**config.mk**
```make
export PLATFORM = sky130hd
export DESIGN_NAME = psum_accum_sfu
export DESIGN_NICKNAME = d
export VERILOG_FILES = /design/src/rtl/psum_accum_sfu.sv
export SDC_FILE = /design/constraint.sdc
export NUM_CORES = 2
export LEC_CHECK = 0
export ABC_AREA = 0
export CAP_MARGIN = 20
export CORE_UTILIZATION = 30
export CTS_CLUSTER_SIZE = 20
export DETAILED_ROUTE_END_ITERATION = 10
export DONT_BUFFER_PORTS = 1
export GPL_TIMING_DRIVEN = 0
export SLEW_MARGIN = 10
export SYNTH_ARGS = -nofsm -noshare
export SYNTH_HDL_FRONTEND = slang
export SYNTH_SLANG_ARGS = --single-unit
```
**constraint.sdc**
```tcl
create_clock -name clk -period 27.1 [get_ports clk]
set_input_delay 2.71 -clock clk [delete_from_list [all_inputs] [get_ports clk]]
set_output_delay 2.71 -clock clk [all_outputs]
set_load 0.02 [all_outputs]
```
**src/rtl/psum_accum_sfu.sv**
```systemverilog
// Partial-sum accumulator / special-function stage: pops MAC-array FIFO words, accumulates
// num_k kernel positions per pixel and column, then drains per-pixel results with optional ReLU.
//
// state | meaning
// IDLE  | waiting for start
// ISSUE | request one FIFO word when the FIFO has one
// WAIT  | read latency countdown; accumulate the word on the last cycle
// DRAIN | present one pixel per handshake on the output port
// DONE  | one-cycle completion pulse
module psum_accum_sfu #(
   parameter int col     = 8,
   parameter int psum_bw = 16,
   parameter int acc_bw  = 20,
   parameter int num_pix = 16,
   parameter int num_k   = 9,
   parameter int rd_lat  = 1
) (
   input  logic                        clk,
   input  logic                        reset,
   input  logic                        start,
   input  logic                        relu_en,
   input  logic                        ofifo_valid,
   input  logic [col*psum_bw-1:0]      ofifo_out,
   output logic                        ofifo_rd,
   output logic [col*acc_bw-1:0]       out_data,
   output logic [$clog2(num_pix)-1:0]  out_pix,
   output logic                        out_valid,
   input  logic                        out_ready,
   output logic                        busy,
   output logic                        done
);

   localparam int pix_w = $clog2(num_pix);
   localparam int k_w   = (num_k > 1) ? $clog2(num_k) : 1;

   typedef enum logic [2:0] {IDLE, ISSUE, WAIT, DRAIN, DONE} state_t;

   state_t            state, state_nxt;
   logic [pix_w-1:0]  pix_cnt;
   logic [k_w-1:0]    k_cnt;
   logic [1:0]        lat_cnt;
   logic              relu_q;
   logic [acc_bw-1:0] acc [num_pix][col];

   logic take, last_pix, last_k;

   assign take     = (state == WAIT) && (lat_cnt == 2'd1);
   assign last_pix = (pix_cnt == pix_w'(num_pix - 1));
   assign last_k   = (k_cnt == k_w'(num_k - 1));

   always_ff @(posedge clk) begin
      if (reset) begin
         state   <= IDLE;
         pix_cnt <= '0;
         k_cnt   <= '0;
         lat_cnt <= '0;
         relu_q  <= 1'b0;
      end else begin
         state <= state_nxt;
         case (state)
            IDLE: begin
               if (start) begin
                  relu_q  <= relu_en;
                  pix_cnt <= '0;
                  k_cnt   <= '0;
                  lat_cnt <= '0;
               end
            end
            ISSUE: begin
               if (ofifo_valid) lat_cnt <= 2'(rd_lat);
            end
            WAIT: begin
               lat_cnt <= lat_cnt - 1'b1;
               if (take) begin
                  if (last_pix) begin
                     pix_cnt <= '0;
                     k_cnt   <= last_k ? '0 : k_cnt + 1'b1;
                  end else begin
                     pix_cnt <= pix_cnt + 1'b1;
                  end
               end
            end
            DRAIN: begin
               if (out_ready) pix_cnt <= last_pix ? '0 : pix_cnt + 1'b1;
            end
            default: ;
         endcase
      end
   end

   // First kernel position overwrites, so stale contents from an aborted pass never leak in.
   always_ff @(posedge clk) begin
      if (take) begin
         for (int i = 0; i < col; i++) begin
            acc[pix_cnt][i] <= ((k_cnt == '0) ? '0 : acc[pix_cnt][i])
               + {{(acc_bw-psum_bw){ofifo_out[i*psum_bw+psum_bw-1]}}, ofifo_out[i*psum_bw +: psum_bw]};
         end
      end
   end

   always_comb begin
      state_nxt = state;
      ofifo_rd  = 1'b0;
      busy      = 1'b0;
      done      = 1'b0;
      out_valid = 1'b0;
      case (state)
         IDLE: begin
            if (start) state_nxt = ISSUE;
         end
         ISSUE: begin
            busy = 1'b1;
            if (ofifo_valid) begin
               ofifo_rd  = 1'b1;
               state_nxt = WAIT;
            end
         end
         WAIT: begin
            busy = 1'b1;
            if (take) state_nxt = (last_pix && last_k) ? DRAIN : ISSUE;
         end
         DRAIN: begin
            busy      = 1'b1;
            out_valid = 1'b1;
            if (out_ready && last_pix) state_nxt = DONE;
         end
         DONE: begin
            done      = 1'b1;
            state_nxt = IDLE;
         end
         default: state_nxt = IDLE;
      endcase
   end

   always_comb begin
      out_data = '0;
      out_pix  = '0;
      if (state == DRAIN) begin
         out_pix = pix_cnt;
         for (int i = 0; i < col; i++) begin
            out_data[i*acc_bw +: acc_bw] = (relu_q && acc[pix_cnt][i][acc_bw-1]) ? '0 : acc[pix_cnt][i];
         end
      end
   end

endmodule

```
==> results by group <==
Clock network
  – Total CTS buffers: around 250
  – CTS H-Tree Depth: 4
  – CTS sink count: 2578
  – CTS tree: built
  – Hold buffers post-CTS: 0
  – Root Buffer: clkbuf_16
  – Clk slew on worst S/H paths: 0.06 ns
  – # resized after CTS: 0
  – Post-CTS setup repair buffer count: 0
  – Skew-Pair Late Insertion Delay: 0.90 ns
  – Max clock buf depth: 4

Floorplanning
  – Std cell rows: between 200 and 250
  – Num ports: ~300
  – Die area: between 0.3 and 0.4 sq mm
  – Core ar.: around 0.35 sq mm
  – Die W: between 500 and 600 um
  – Initial core utilization: between 30% and 40%
  – Die Y: between 500 and 600 um

Min path
  – Hold Crit Start: k_cnt[3]
  – Type of the most critical hold path: register to register
  – Worst Hold End: k_cnt[3]
  – Min-Delay Path Depth: 2

Route
  – Vias: about 56000
  – Vias/cell: between 5 and 6
  – DRC: 0
  – Top sig layer: met5
  – Initial DRT Pass Iterations: 5
  – Met2 WL post-DR: about 160 mm
  – Met3 wire length: between 20 and 30 mm
  – Post-Route WL: around 320 mm
  – DRT met1 WL: between 100 and 150 mm
  – ANT nets after route: 0
  – WL/cell: ~30 um
  – DR iter-0 viols: 6156

Placed design
  – Port Buffers: 0
  – Gp weighted congestion: roughly 0.84
  – Final HPWL DP: ~230 mm
  – Pre-CTS setup slack: ~20 ns

Logic synthesis
  – Synthesized flop and latch total: 2578
  – Ys flop type: edfxtp_1
  – Most numerous cell in the Yosys netlist: edfxtp_1
  – Synth area leaders: edfxtp_1 (72%), mux4_2 (15%), ha_1 (1.9%)
  – Synthesis Warnings: 0
  – Avg Cell Area, Syn: roughly 20 sq um
  – Register area share after synthesis: around 73%
  – Post-synthesis net count: 5495
  – Synth top cells by count: edfxtp_1 (2560), mux4_2 (727), nor2_1 (246)
  – Post-synth top area share: between 70 and 80%
  – Leading area contributor after synthesis: edfxtp_1
  – Number of synthesized flops with an enable pin: around 2600
  – Yosys cell types: 61
  – Mapped Area: around 0.11 sq mm
  – Async SR Flop Fraction: 0%
  – Cells after synthesis: just over 5000

Worst setup path
  – Startpoint types: register
  – CP required: between 20 and 25 ns
  – Crit path DAT: 5.34 ns
  – Reg2reg end: acc[6][79]
  – Crit path max fanout: 10
  – Worst setup EP type: output port
  – R2R depth: 15
  – Reg2reg setup slack: roughly 20 ns
  – Crit Path Category: register to output port

Global route
  – Initial antenna violation count: 33
  – Number of global-route vias before repair: about 55000
  – Largest net degree at the start of global routing: 21
  – Total GRT Usage: 17.62%
  – First-pass GRT wire length: between 400 and 500 mm
  – Total grt overflow: 0

Timing
  – RSZ-0062 raised after global routing: false
  – Max Fclk: between 100 and 150 MHz
  – Setup Skew: between 0.05 and 0.06 ns
  – Tmin final: a little over 8 ns
  – Tcrit/Tclk final: between 20% and 30%
  – Slew Viols, Final: 0
  – Worst slew pin tran: approximately 1.2 ns
  – Hold Violations, Final: 0
  – Max_slew headroom: slightly below 20%
  – Final Setup Violations: 0
  – Setup ws final: between 15 and 20 ns
  – Setup TNS: 0 ns

Power
  – LEAKAGE: 39.09 nW
  – Tot Pwr: ~8.3 mW
  – Pwr/cell area: 66.33 mW/mm^2
  – VDD IR-drop max: between 0.05 and 0.06 mV

Run
  – Max cap viols: 0

Final layout
  – Layout area overhead: 17.36%
  – Layout cells sized above 1: 28.31%
  – Nets: 6058

Run status
  – Status: finished, final reports clean
[cells in the final DEF, fill, tap and decap left out, types with 14 or more instances in the layout]
cell	instances
edfxtp_1	2560
mux4_2	727
clkbuf_16	249
nor2_1	233
a21oi_1	180
ha_1	159
buf_4	135
nand2_1	130
clkbuf_1	119
nor2b_1	103
buf_2	101
and2_1	98
buf_12	92
o21ai_0	86
mux2i_1	76
mux2_2	73
a21o_1	71
buf_6	67
xnor2_1	52
clkinv_1	49
clkinv_2	44
xor2_1	42
xnor2_2	42
o21ai_1	39
nand3_1	33
buf_16	32
inv_1	25
a211oi_1	23
o21bai_1	21
clkbuf_4	20
buf_1	19
o21a_1	19
dfxtp_1	18
bufinv_16	17
nand4_1	15
diode_2	14
clkbuf_2	14
[metrics by stage]
stage	hold slack (ns)	util (%)	instances	instance area, sq um
after global routing	0.5421	35.35	10680	124600
final	0.5286	35.36	10690	124600
after floorplan	0.4760	-	5194	106200
after global placement	0.5118	31.81	9924	112100
after CTS	0.5297	35.20	10620	124100
after detailed placement	0.5216	33.06	10190	116500
[routing by layer]
layer	up-vias	GRT usage (%)
met4	18	5.176
met5	-	0
li1	22620	-
met3	391	3.552
met1	30210	22.99
met2	2527	29.64
[state kept, by name, indices dropped and copies added, names as in the netlist, named ones only]
register and count:
acc 2560, lat_cnt 2, state 3, relu_q 1, pix_cnt 4, k_cnt 4
[report_power, final]
| part | internal (mW) | switching, mW |
|---|---|---|
| clock | 1.84 | 1.48 |
| sequential | 4.45 | 0.00157 |
| combinational | 0.164 | 0.319 |
[how the worst max path moves through the flow]
stage                               end  slack (ns)  cells after the start
final                     out_data[101]       19.05                      7
after detailed placement    acc[1][118]       19.66                     16
after CTS                 out_data[101]       18.96                      7
after global placement      acc[0][149]       -2.13                      5
after floorplan               acc[0][0]       14.27                      5
after global routing      out_data[101]       18.96                      7
[critical path: stages, from the launching register on]
cell,delay (ns)
dfxtp_1,0.30
buf_2,0.25
buf_2,0.43
buf_2,0.59
clkbuf_1,0.63
clkbuf_1,0.72
a21oi_1,0.49
nor2_1,1.00
[layout make-up]
type	instances	area (sq um)
clock buffers	307	6469
well taps	4730	5918
multi-input cells	2352	28090
plain buffers	237	1272
flip-flops and latches	2578	77230
fillers	32640	227800
clock inverters	126	1089
diodes	14	35.03
inverters	27	101.3
repair buffers	315	4385
[cells by family after synthesis]
| family | share of synthesized area [%] |
|---|---|
| and+or+nand+nor | 3.012 |
| DFF | 72.75 |
| buffers and inverters | 1.275 |
| AOI/OAI and AO/OA | 2.851 |
| muxes | 16.91 |
| adders and majority gates | 2.025 |
| xor gates and xnor gates | 1.180 |
No activity file was read; power rests on OpenSTA's default activity.
